`config.mk`:
```
export PLATFORM = sky130hd
export DESIGN_NAME = memory_access
export DESIGN_NICKNAME = d
export VERILOG_FILES = /design/src/rtl/memory_access.sv
export SDC_FILE = /design/constraint.sdc
export NUM_CORES = 1
export LEC_CHECK = 0
export ABC_CLOCK_PERIOD_IN_PS = 5900
export BUFFER_PORTS_ARGS = -buffer_cell sky130_fd_sc_hd__buf_2
export CORE_AREA = 2 2 125 127
export CTS_CLUSTER_SIZE = 24
export DETAILED_ROUTE_END_ITERATION = 10
export DIE_AREA = 0 0 127 129
export PLACE_DENSITY = 0.72
export REMOVE_ABC_BUFFERS = 1
export SYNTH_ARGS = -nofsm -noshare
export SYNTH_HDL_FRONTEND = slang
export SYNTH_SLANG_ARGS = --single-unit
```
`constraint.sdc`:
```
create_clock -name clk -period 5.9 [get_ports clk]
set_clock_uncertainty 0.2 [all_clocks]
set_input_delay 1.475 -clock clk [delete_from_list [all_inputs] [get_ports clk]]
set_output_delay 1.475 -clock clk [all_outputs]
set_load 0.1 [all_outputs]
```
`src/rtl/memory_access.sv`:
```
// Load/store unit front end: decodes one RV32I memory operation, issues a single
// data-memory request, waits for grant/read data with a timeout, and reports completion.
module memory_access #(
  parameter int unsigned TIMEOUT_CYCLES = 255
) (
  input  logic        clk,
  input  logic        rst,
  input  logic        in_valid,
  output logic        in_ready,
  input  logic [6:0]  in_opcode,
  input  logic [2:0]  in_funct3,
  input  logic [31:0] in_addr,
  input  logic [31:0] in_store_data,
  output logic        mem_req,
  output logic        mem_we,
  output logic [31:0] mem_addr,
  output logic [3:0]  mem_be,
  output logic [31:0] mem_wdata,
  input  logic        mem_gnt,
  input  logic        mem_rvalid,
  input  logic [31:0] mem_rdata,
  output logic        out_valid,
  output logic [31:0] out_mem_rd,
  output logic        out_fault
);

  localparam logic [1:0] IDLE = 2'd0;
  localparam logic [1:0] REQ  = 2'd1;
  localparam logic [1:0] WAIT = 2'd2;
  localparam logic [1:0] RESP = 2'd3;

  localparam logic [6:0] OP_LOAD  = 7'b0000011;
  localparam logic [6:0] OP_STORE = 7'b0100011;

  logic [1:0]  state_q, state_d;
  logic [6:0]  opcode_q;
  logic [2:0]  funct3_q;
  logic [31:0] addr_q, data_q;
  logic [7:0]  cnt_q, cnt_d;
  logic [31:0] rd_q, rd_d;
  logic        fault_q, fault_d;

  logic accept;
  logic in_is_load, in_is_store, in_legal, in_misaligned;
  logic timeout;

  assign accept = in_valid & in_ready;

  assign in_is_load  = (in_opcode == OP_LOAD);
  assign in_is_store = (in_opcode == OP_STORE);

  always_comb begin
    in_legal = 1'b0;
    if (in_is_load) begin
      in_legal = (in_funct3 == 3'd0) || (in_funct3 == 3'd1) || (in_funct3 == 3'd2) ||
                 (in_funct3 == 3'd4) || (in_funct3 == 3'd5);
    end else if (in_is_store) begin
      in_legal = (in_funct3 <= 3'd2);
    end
  end

  assign in_misaligned = ((in_funct3[1:0] == 2'd1) && in_addr[0]) ||
                         ((in_funct3[1:0] == 2'd2) && (in_addr[1:0] != 2'b00));

  // Counter already holds the cycles spent before this one, so the last allowed cycle is T-1.
  assign timeout = 32'(cnt_q) >= (TIMEOUT_CYCLES - 32'd1);

  always_comb begin
    state_d = state_q;
    cnt_d   = cnt_q;
    rd_d    = rd_q;
    fault_d = fault_q;
    case (state_q)
      IDLE: begin
        if (accept) begin
          cnt_d   = 8'd0;
          rd_d    = 32'd0;
          fault_d = 1'b0;
          if (!in_is_load && !in_is_store) begin
            state_d = RESP;
          end else if (!in_legal || in_misaligned) begin
            fault_d = 1'b1;
            state_d = RESP;
          end else begin
            state_d = REQ;
          end
        end
      end
      REQ: begin
        cnt_d = cnt_q + 8'd1;
        if (mem_gnt) begin
          state_d = (opcode_q == OP_STORE) ? RESP : WAIT;
        end else if (timeout) begin
          fault_d = 1'b1;
          rd_d    = 32'd0;
          state_d = RESP;
        end
      end
      WAIT: begin
        cnt_d = cnt_q + 8'd1;
        if (mem_rvalid) begin
          rd_d    = mem_rdata >> {addr_q[1:0], 3'b000};
          state_d = RESP;
        end else if (timeout) begin
          fault_d = 1'b1;
          rd_d    = 32'd0;
          state_d = RESP;
        end
      end
      default: state_d = IDLE;
    endcase
  end

  always_ff @(posedge clk or posedge rst) begin
    if (rst) begin
      state_q  <= IDLE;
      opcode_q <= 7'd0;
      funct3_q <= 3'd0;
      addr_q   <= 32'd0;
      data_q   <= 32'd0;
      cnt_q    <= 8'd0;
      rd_q     <= 32'd0;
      fault_q  <= 1'b0;
    end else begin
      state_q <= state_d;
      cnt_q   <= cnt_d;
      rd_q    <= rd_d;
      fault_q <= fault_d;
      if (accept) begin
        opcode_q <= in_opcode;
        funct3_q <= in_funct3;
        addr_q   <= in_addr;
        data_q   <= in_store_data;
      end
    end
  end

  assign in_ready   = (state_q == IDLE) & ~rst;
  assign mem_req    = (state_q == REQ);
  assign out_valid  = (state_q == RESP);
  assign out_mem_rd = rd_q;
  assign out_fault  = fault_q;

  // Bus fields are driven only while requesting, otherwise they idle at zero.
  always_comb begin
    mem_we    = 1'b0;
    mem_addr  = 32'd0;
    mem_be    = 4'd0;
    mem_wdata = 32'd0;
    if (mem_req) begin
      mem_we   = (opcode_q == OP_STORE);
      mem_addr = {addr_q[31:2], 2'b00};
      unique case (funct3_q[1:0])
        2'd0: begin
          mem_be    = 4'b0001 << addr_q[1:0];
          mem_wdata = {4{data_q[7:0]}};
        end
        2'd1: begin
          mem_be    = 4'b0011 << addr_q[1:0];
          mem_wdata = {2{data_q[15:0]}};
        end
        default: begin
          mem_be    = 4'b1111;
          mem_wdata = data_q;
        end
      endcase
    end
  end

endmodule
```
# After elaboration in Yosys (flattened, before gate mapping)
# Index checks and enable logic that the tools add are counted.
dict set report totals {
  elab_cells 85
  input_bits 111
  reg_bits 116
  output_inout_bits 105
}
dict set report op_classes {
  muxes 30
  n_lt_le_gt_ge 2
  eq_ne 16
  n_addsub 1
  n_bitwise 3
  reduce_logical 22
  n_shift 3
}
# operator n
set ops {}
lappend ops {{$mux W32} 6}
lappend ops {{$pmux W32 S3} 1}
lappend ops {{$pmux W32 S2} 1}
lappend ops {{$shr A32 B5 Y32} 1}
lappend ops {{$pmux W8 S2} 1}
lappend ops {{$eq A7 B6 Y1 const B} 2}
lappend ops {{$mux W2} 6}
lappend ops {{$mux W1} 10}
lappend ops {{$add A8 B1 Y8 const B} 1}
lappend ops {{$ge A8 B8 Y1 const B} 1}
lappend ops {{$mux W8} 1}
lappend ops {{$pmux W4 S2} 1}
lappend ops {{$eq A7 B2 Y1 const B} 1}
lappend ops {{$eq A2 B1 Y1 const B} 3}
lappend ops {{$eq A2 B2 Y1 const B} 3}
lappend ops {{$eq A3 B3 Y1 const B} 2}
lappend ops {{$logic_or A1 B1 Y1} 6}
lappend ops {{$ne A2 B2 Y1 const B} 3}
lappend ops {{$pmux W2 S3} 1}
lappend ops {{$logic_not A2 Y1} 2}
lappend ops {{$mux W4} 1}
lappend ops {{$reduce_and A4 Y1} 1}
lappend ops {{$reduce_bool A2 Y1} 2}
lappend ops {{$shl A1 B2 Y4 const A} 1}
lappend ops {{other kinds (14)} 19}

# Longest topological paths before layout
# Gate-level depths: netlist of the first run.
dict set report depth {
  word_depth 12
  mapped_depth 9
  ltp_nobuf 7
}

# Worst setup path after synthesis of the first run
# OpenSTA, ideal clock, no wires.
dict set report synth_path {
  path_type {register to output}
  from {reg state_q[1]}
  to {out mem_we}
  path_stages_with_launch 5
  path_slack_ns -0.240
  n_path_buf 0
  t_arrival_ns 4.465
  t_required_ns 4.225
  cell_sequence {dfrtp_1 inv_1 ha_1 nand4bb_1 nor4_1}
}
dict set report synth_between {
  elab_chain_cells 2
}
# item line_no
set synth_rtl {}
lappend synth_rtl {{from (decl)} 35} ;# logic [1:0] state_q, state_d;
lappend synth_rtl {{from (signal assigned)} 125} ;# state_q <= state_d;
lappend synth_rtl {{$eq A2 B1 Y1} 139} ;# assign mem_req = (state_q == REQ);
lappend synth_rtl {{named net mem_req} 14} ;# output logic mem_req,
lappend synth_rtl {{$mux W1} 150} ;# if (mem_req) begin
lappend synth_rtl {{to (decl)} 15} ;# output logic mem_we,
# The timed path passes the listed nets, and every way through them passes these cells.

# Final worst setup path of the first run
dict set report layout_path {
  from {reg state_q[1]}
  to {out mem_wdata[14]}
}
dict set report layout_between {
  elab_chain_cells 2
}
# item line_no
set layout_rtl {}
lappend layout_rtl {{$eq A2 B1 Y1} 139}
lappend layout_rtl {{$mux W32} 150}
lappend layout_rtl {{to (decl)} 18} ;# output logic [31:0] mem_wdata,
# Every way passes these cells.

==> results.yml, run 1 <==
status:
  status: "completed"
floorplanning:
  die_w_um: 127
  coreArea_um2: 15000
  ios: 216
  design.die.area_um2: 16400
  die_h_um: 129
  start_util: 0.411
  rows: 45
power:
  clkPwrFrac: 0.205
  vdd_ir_drop_max_mv: 0.357
  netSwitchingFraction: 0.544
  power.total_uw: 5550
  p_int_uw: 2530
  powerDensity_nw_per_um2: 694
  combPwrFrac: 0.549
  seqPwrFrac: 0.246
  p_switching_uw: 3020
  power_leakage_uw: 0.00427
final_layout:
  area_growth_pct: 29.7
  n_fill_cell: 1407
  final_nets: 1029
  multi_input_area_um2: 3030
  register_area_um2: 2900
  drive_gt1_frac: 0.282
  utilization: 0.534
sta:
  layout_setup_ws_ns: 1.62
  min_period_ns: 4.28
  tightest_slew_ns: 1.17
  max_freq_mhz: 234
  finalHoldViolations: 0
  finalSetupViolCount: 0
  rsz0062_at_grt: "no"
  period_share: 0.725
  slew_viol_final: 0
  relSlewSlack: 0.220
synth:
  ys_seq_area_frac: 0.471
  synth.top_cell.area_share: 0.471
  yosysMostFrequentCell: "nand2_1"
  synth_area_per_cell_um2: 8.62
  synth-edff-count: 0
  synth.cell_area_um2: 6160
  ys_ff_latch: 116
  synthCells: 715
  synth_cell_types: 50
  yosysTopAreaCell: "dfrtp_1"
  synthTopCellsByArea: "dfrtp_1 (47%), nand2_1 (16%), mux2i_1 (8.0%)"
  synthArstFlopShare: 1.00
  synth_top_flop_cell: "dfrtp_1"
  ys_top_cells_by_count: "nand2_1 (266), dfrtp_1 (116), mux2i_1 (49)"
  yosysWarnings: 0
run:
  max_cap_violations: 0
clock_tree:
  cts_resized: 0
  cts_tree: "built"
  clk_path_buf_depth: 2
  cts_inserted_buffers: 17
  clkTransAtPathRegs_ns: 0.05
  cts_root_buf: "clkbuf_16"
  cts_setup_buffers: 0
  insertion_delay_ns: 0.43
  cts_hold_buf: 0
  cts_sinks: 116
  htree_levels: 4
critical_path:
  critPathMaxFanout: 55
  start_kind: "flip-flop"
  r2r_setup_slack_ns: 2.82
  worstSetupEndpointType: "output port"
  crit_end: "mem_wdata[14]"
  r2r_cells: 5
  cp_data_arrival_time_ns: 2.61
  slowest_delay_ns: 0.49
  cp_slowest_cell: "ha_2"
  worstSetupPathType: "flip-flop to output port"
  cp_cell_sequence: "inv_1 > ha_2 > buf_4 > a21boi_0 > buf_2"
  rr_endpoint: "out_mem_rd[31]"
  r2r_start: "state_q[0]"
  cp.required_ns: 4.22
  critPathLaunch: "state_q[1]"
place:
  post-place-ws_ns: 2.03
  hpwl_um: 12400
  port_buffers: 213
  place.gp.congestion: 0.833
route:
  drt_iter0_markers: 336
  ant_nets: 0
  drc: 0
  wirelength_um: 17700
  dr.pass1.iters: 7
  vias: 5722
  wl_per_cell_um: 15.9
  vias_per_cell: 5.13
grt:
  overflow: 0
  grt_max_degree: 75
  grt_usage: 0.220
  antenna_found_initial: 3
  grt_pass1_vias: 5552
  grt_first_pass_wirelength_um: 28400
worst_hold_path:
  hp-start: "addr_q[17]"
  hold_class: "flip-flop to flip-flop"
## sequential cells by signal (all words and copies together), names as in the netlist
name        count
out_mem_rd     32
opcode_q        7
out_fault       1
cnt_q           8
addr_q         32
funct3_q        2
state_q         2
data_q         32
## cell families after synthesis
| family | Yosys count | synth area share |
|---|---|---|
| AND/OR/NAND/NOR | 368 | 0.259 |
| AO/OA/AOI/OAI | 116 | 0.133 |
| flip-flops | 116 | 0.471 |
| buffers and inverters | 55 | 0.0382 |
| multiplexers | 49 | 0.0796 |
| adder cells (fa/ha/maj) | 7 | 0.0142 |
| XOR/XNOR | 3 | 0.00427 |
| other | 1 | 0.000609 |
## critical path: cells and delay by family, from the launching register on
kind	cells	cell delay, ns
flops	1	0.42
fa+ha+maj	1	0.49
compound gates	1	0.23
buf+inv	3	1.02
## routing by layer
metal	routed length, µm	vias to the layer above	global-route usage
met1	7780	2697	0.278
met3	1350	28	0.0599
li1	-	2780	-
met2	8230	215	0.358
met5	7	-	0
met4	314	2	0.0899
## power groups by stage
stage               clock network (µW)  logic, µW  registers (µW)
finish                            1140       3050            1360
global route                      1180       3250            1410
CTS                               1150       3060            1360
detailed placement                   0       3050            1370
global placement                     0       3030            1360
floorplan                            0       1970            1820
## layout make-up
cell class / count / share of cell area
multi-input combinational: 545 / 0.379
inverter: 10 / 0.00501
clock inverter: 13 / 0.0257
tap: 188 / 0.0294
antenna: 3 / 0.000940
timing repair buffer: 221 / 0.141
clock buffer: 19 / 0.0554
sequential: 116 / 0.363
## stage by stage
| step | hold WS (ns) | area (µm²) | TNS [ns] | cells |
|---|---|---|---|---|
| 6_report | 0.263 | 7990 | 0 | 1115 |
| 5_1_grt | 0.290 | 7990 | 0 | 1113 |
| 4_1_cts | 0.268 | 7980 | 0 | 1112 |
| 3_5_place_dp | 0.254 | 7330 | 0 | 1080 |
| 3_3_place_gp | 0.250 | 7330 | 0 | 1080 |
| 2_1_floorplan | 0.237 | 5970 | -3.63 | 671 |
## worst min-delay path by stage
stage                     slack, ns  cells past startpoint          to
after floorplan                0.24                      2  addr_q[10]
after global placement         0.25                      2  addr_q[20]
after global routing           0.29                      2  data_q[19]
after CTS                      0.27                      2  addr_q[17]
after detailed placement       0.25                      2  addr_q[17]
final                          0.26                      2  addr_q[17]
## cells in the final DEF, fill, tap and decap left out, types with 5 or more instances in the layout
cell type / count
a21boi_0: 8
a21oi_1: 15
a22o_1: 15
and2_1: 47
buf_2: 213
buf_4: 8
bufinv_16: 5
clkbuf_16: 17
dfrtp_1: 116
ha_1: 6
inv_1: 7
mux2i_1: 49
nand2_1: 266
nand4_1: 5
nor2_1: 22
nor2b_1: 10
o21a_1: 5
o21ai_0: 33
o221ai_1: 7
o2bb2ai_1: 7
o31ai_1: 7
(Power assumes the default switching activity.)
==> run 2: changes to the inputs <==
- ABC_CLOCK_PERIOD_IN_PS: 5900 -> 3600
- PLACE_DENSITY: 0.72 -> 0.74
- clock period: 5.9 -> 3.6 ns (I/O delays scaled with it)
==> run 2 against run 1 <==
Worst hold slack better by 0.0025 ns. Register-to-register slack worse by 2.0 ns. Via count is 1.0% higher. Cell area is 2.6% higher. First-iteration DRC count is 0.60% lower.
==> results.yml, run 2 (synthesis gave the netlist of run 1 again) <==
place:
  postPlaceCellArea_um2: 7560
  placed_cells: 1085
  hpwl_um: 12400
  place.gp.congestion: 0.882
  port_buffers: 213
worst_hold_path:
  hp-start: "addr_q[14]"
  hold_class: "flip-flop to flip-flop"
final_layout:
  register_area_um2: 2900
  multi_input_area_um2: 3030
  area_growth_pct: 33.1
  utilization: 0.547
  final_nets: 1034
  antenna_cells: 0
  drive_gt1_frac: 0.287
  final_cell_mix: "nand2_1 (266), buf_2 (203), dfrtp_1 (116)"
  mostFrequentLayoutCell: "nand2_1"
  stdcell_area_um2: 8200
  final_cells: 1117
  n_fill_cell: 1409
clock_tree:
  clkTransAtPathRegs_ns: 0.05
  cts_tree: "built"
  insertion_delay_ns: 0.41
  cts_sinks: 116
  cts_hold_buf: 0
  cts_inserted_buffers: 17
  cts_setup_buffers: 0
  clk_path_buf_depth: 2
  cts_resized: 1
  cts_root_buf: "clkbuf_16"
  htree_levels: 4
grt:
  grt_first_pass_wirelength_um: 28700
  grt_usage: 0.221
  grt_max_degree: 76
  grt_pass1_vias: 5536
  antenna_found_initial: 0
  overflow: 0
sta:
  finalSetupViolCount: 0
  totalNegativeSetupSlack_ns: 0
  finalHoldViolations: 0
  holdWs_ns: 0.266
  rsz0062_at_grt: "no"
  relSlewSlack: 0.456
  slew_viol_final: 0
  min_period_ns: 3.40
  period_share: 0.945
  max_freq_mhz: 294
  tightest_slew_ns: 0.809
run:
  max_cap_violations: 0
floorplanning:
  rows: 45
  coreArea_um2: 15000
  die_w_um: 127
  ios: 216
  design.die.area_um2: 16400
  start_util: 0.411
  die_h_um: 129
power:
  vdd_ir_drop_max_mv: 0.575
  powerDensity_nw_per_um2: 1120
  power_leakage_uw: 0.00433
route:
  drt_iter0_markers: 334
  drc: 0
  dr.pass1.iters: 5
  wirelength_um: 17600
  vias: 5780
  wl_per_cell_um: 15.7
  vias_per_cell: 5.17
  ant_nets: 0
critical_path:
  critPathMaxFanout: 20
  cp_data_arrival_time_ns: 2.30
  cp.required_ns: 2.50
  start_kind: "flip-flop"
  worstSetupPathType: "flip-flop to output port"
  r2r_start: "state_q[1]"
  critPathLaunch: "funct3_q[0]"
  worstSetupEndpointType: "output port"
status:
  status: "completed"
[run 2: metrics by stage]
step / total power (µW) / worst slack (ns)
floorplan: 6220 / -2.85
global placement: 7330 / 0.518
detailed placement: 7380 / 0.442
CTS: 9220 / 0.190
global route: 9690 / 0.0998
finish: 9180 / 0.200
[run 2: metal layers]
| layer | up-vias | share of wire | GRT usage |
|---|---|---|---|
| met5 | - | 0 | 0 |
| met4 | 0 | 0.023 | 0.0866 |
| met3 | 33 | 0.074 | 0.0590 |
| met2 | 238 | 0.45 | 0.336 |
| met1 | 2708 | 0.45 | 0.303 |
| li1 | 2801 | - | - |
[run 2: area by class of cell]
class	instances	share of cell area
inverter	10	0.00488
tap	188	0.0287
clock inverter	12	0.0218
sequential	116	0.354
multi-input combinational	545	0.370
timing repair buffer	226	0.165
clock buffer	20	0.0557
[run 2: worst max-delay path, stage by stage (launching register included)]
cell      delay [ns]
dfrtp_1         0.67
nor2_2          0.53
nand2_1         0.11
a21boi_0        0.35
buf_12          0.23
[run 2: report_power, final]
part / internal [µW] / total [µW] / switching (µW) / leakage, µW
Sequential: 1830 / 2260 / 429 / 0.00149
Combinational: 1210 / 5120 / 3910 / 0.00253
Clock: 1190 / 1800 / 602 / 0.000302
[run 2: final timing paths]
path / end / slack [ns] / depth (start not counted)
max reg2reg: out_mem_rd[28] / 0.86 / 5
min: addr_q[14] / 0.27 / 2
max in group asynchronous: funct3_q[0] / 2.12 / 3
min reg2reg: addr_q[14] / 0.27 / 2
min in group asynchronous: out_fault / 0.36 / 2
max: mem_wdata[9] / 0.20 / 4
==> run 3: changes to the inputs <==
- ABC_CLOCK_PERIOD_IN_PS: 3600 -> not set
- PLACE_DENSITY: 0.74 -> 0.72
- TNS_END_PERCENT: not set -> 100
- clock period: 3.6 -> 4.1 ns (I/O delays scaled with it)
==> run 3 against run 2 <==
Sequential share of layout area increased by 0.87 points. First-iteration DRC count increased by 7.8%. Combinational power decreased by 14%. Die area unchanged. Worst hold slack got worse by 0.0023 ns. Clock-buffer cell count increased by 1.
==> results.yml, run 3 (synthesis gave the netlist of run 1 again) <==
status:
  status: "completed"
sta:
  totalNegativeSetupSlack_ns: 0
  max_freq_mhz: 272
  rsz0062_at_grt: "no"
  holdWs_ns: 0.264
  min_period_ns: 3.67
  finalSetupViolCount: 0
  period_share: 0.895
  finalHoldViolations: 0
  tightest_slew_ns: 1.05
  relSlewSlack: 0.302
  slew_viol_final: 0
  layout_setup_ws_ns: 0.430
place:
  place.gp.congestion: 0.813
  post-place-ws_ns: 0.803
  hpwl_um: 12100
  postPlaceCellArea_um2: 7390
  placed_cells: 1082
  port_buffers: 213
floorplanning:
  ios: 216
  die_h_um: 129
  design.die.area_um2: 16400
  die_w_um: 127
  coreArea_um2: 15000
  start_util: 0.411
  rows: 45
final_layout:
  drive_gt1_frac: 0.282
  stdcell_area_um2: 8000
  multi_input_area_um2: 3030
  final_cells: 1115
  final_nets: 1031
  n_fill_cell: 1390
  register_area_um2: 2900
  area_growth_pct: 29.9
  mostFrequentLayoutCell: "nand2_1"
  final_cell_mix: "nand2_1 (266), buf_2 (212), dfrtp_1 (116)"
clock_tree:
  cts_tree: "built"
  cts_resized: 0
  insertion_delay_ns: 0.41
  cts_root_buf: "clkbuf_16"
  clk_path_buf_depth: 2
  cts_inserted_buffers: 17
  cts_setup_buffers: 0
  cts_hold_buf: 0
  htree_levels: 4
  clkTransAtPathRegs_ns: 0.05
  cts_sinks: 116
route:
  wirelength_um: 17300
  drt_iter0_markers: 360
  ant_nets: 0
  dr.pass1.iters: 5
  wl_per_cell_um: 15.5
  drc: 0
  vias_per_cell: 5.15
  vias: 5741
power:
  vdd_ir_drop_max_mv: 0.567
  power_leakage_uw: 0.00428
  powerDensity_nw_per_um2: 985
critical_path:
  cp.required_ns: 2.87
  cp_data_arrival_time_ns: 2.45
  worstSetupEndpointType: "output port"
  worstSetupPathType: "flip-flop to output port"
  critPathMaxFanout: 75
  start_kind: "flip-flop"
grt:
  grt_pass1_vias: 5288
  overflow: 0
  grt_first_pass_wirelength_um: 27400
  antenna_found_initial: 1
  grt_usage: 0.212
  grt_max_degree: 76
run:
  max_cap_violations: 0
worst_hold_path:
  hold_class: "flip-flop to flip-flop"
run 3: cell types whose count changed in the layout (fill, tap and decap cells not counted), moves of 3 or more:
| cell | delta |
|---|---|
| buf_2 | +9 |
| clkinv_2 | +4 |
| clkinv_4 | -3 |
| buf_12 | -10 |
run 3: critical path, cell delays in order, from the launching register on:
cell and delay [ns]:
dfrtp_1 0.42, inv_1 0.12, ha_2 0.19, buf_4 0.51, a21boi_0 0.29, buf_2 0.47
run 3: path summary, 6_finish.rpt:
path | startpoint | endpoint | slack [ns] | depth (start not counted)
max | state_q[1] | mem_wdata[15] | 0.43 | 5
min in group asynchronous | rst | addr_q[22] | 0.63 | 2
max in group asynchronous | rst | addr_q[19] | 2.32 | 3
min reg2reg | addr_q[23] | addr_q[23] | 0.26 | 2
min | addr_q[23] | addr_q[23] | 0.26 | 2
max reg2reg | state_q[1] | out_mem_rd[1] | 1.16 | 7
run 3: final cells by class:
| cell class | instances | share of cell area |
|---|---|---|
| multi-input combinational | 545 | 0.379 |
| inverter | 10 | 0.00500 |
| sequential | 116 | 0.363 |
| clock inverter | 11 | 0.0197 |
| timing repair buffer | 223 | 0.148 |
| tap | 188 | 0.0294 |
| clock buffer | 21 | 0.0563 |
| antenna | 1 | 0.000313 |
run 3: per-stage QoR:
step | total power (µW) | util
finish | 7880 | 0.534
global route | 8310 | 0.534
CTS | 7920 | 0.534
detailed placement | 6370 | 0.493
global placement | 6320 | 0.493
floorplan | 5460 | -
run 3: per-layer routing:
layer | track usage | wire length [µm] | part of all wire | up-vias
li1 | - | - | - | 2784
met1 | 0.285 | 7530 | 0.43 | 2702
met2 | 0.333 | 8130 | 0.47 | 233
met3 | 0.0674 | 1430 | 0.082 | 22
met4 | 0.0601 | 226 | 0.013 | 0
met5 | 0 | 0 | 0 | -
run 3: where the power goes:
group          total, µW  leakage (µW)  internal (µW)  switching (µW)
logic               4410       0.00249            966            3440
registers           1940       0.00149           1610             328
clock network       1530      0.000300           1020             508
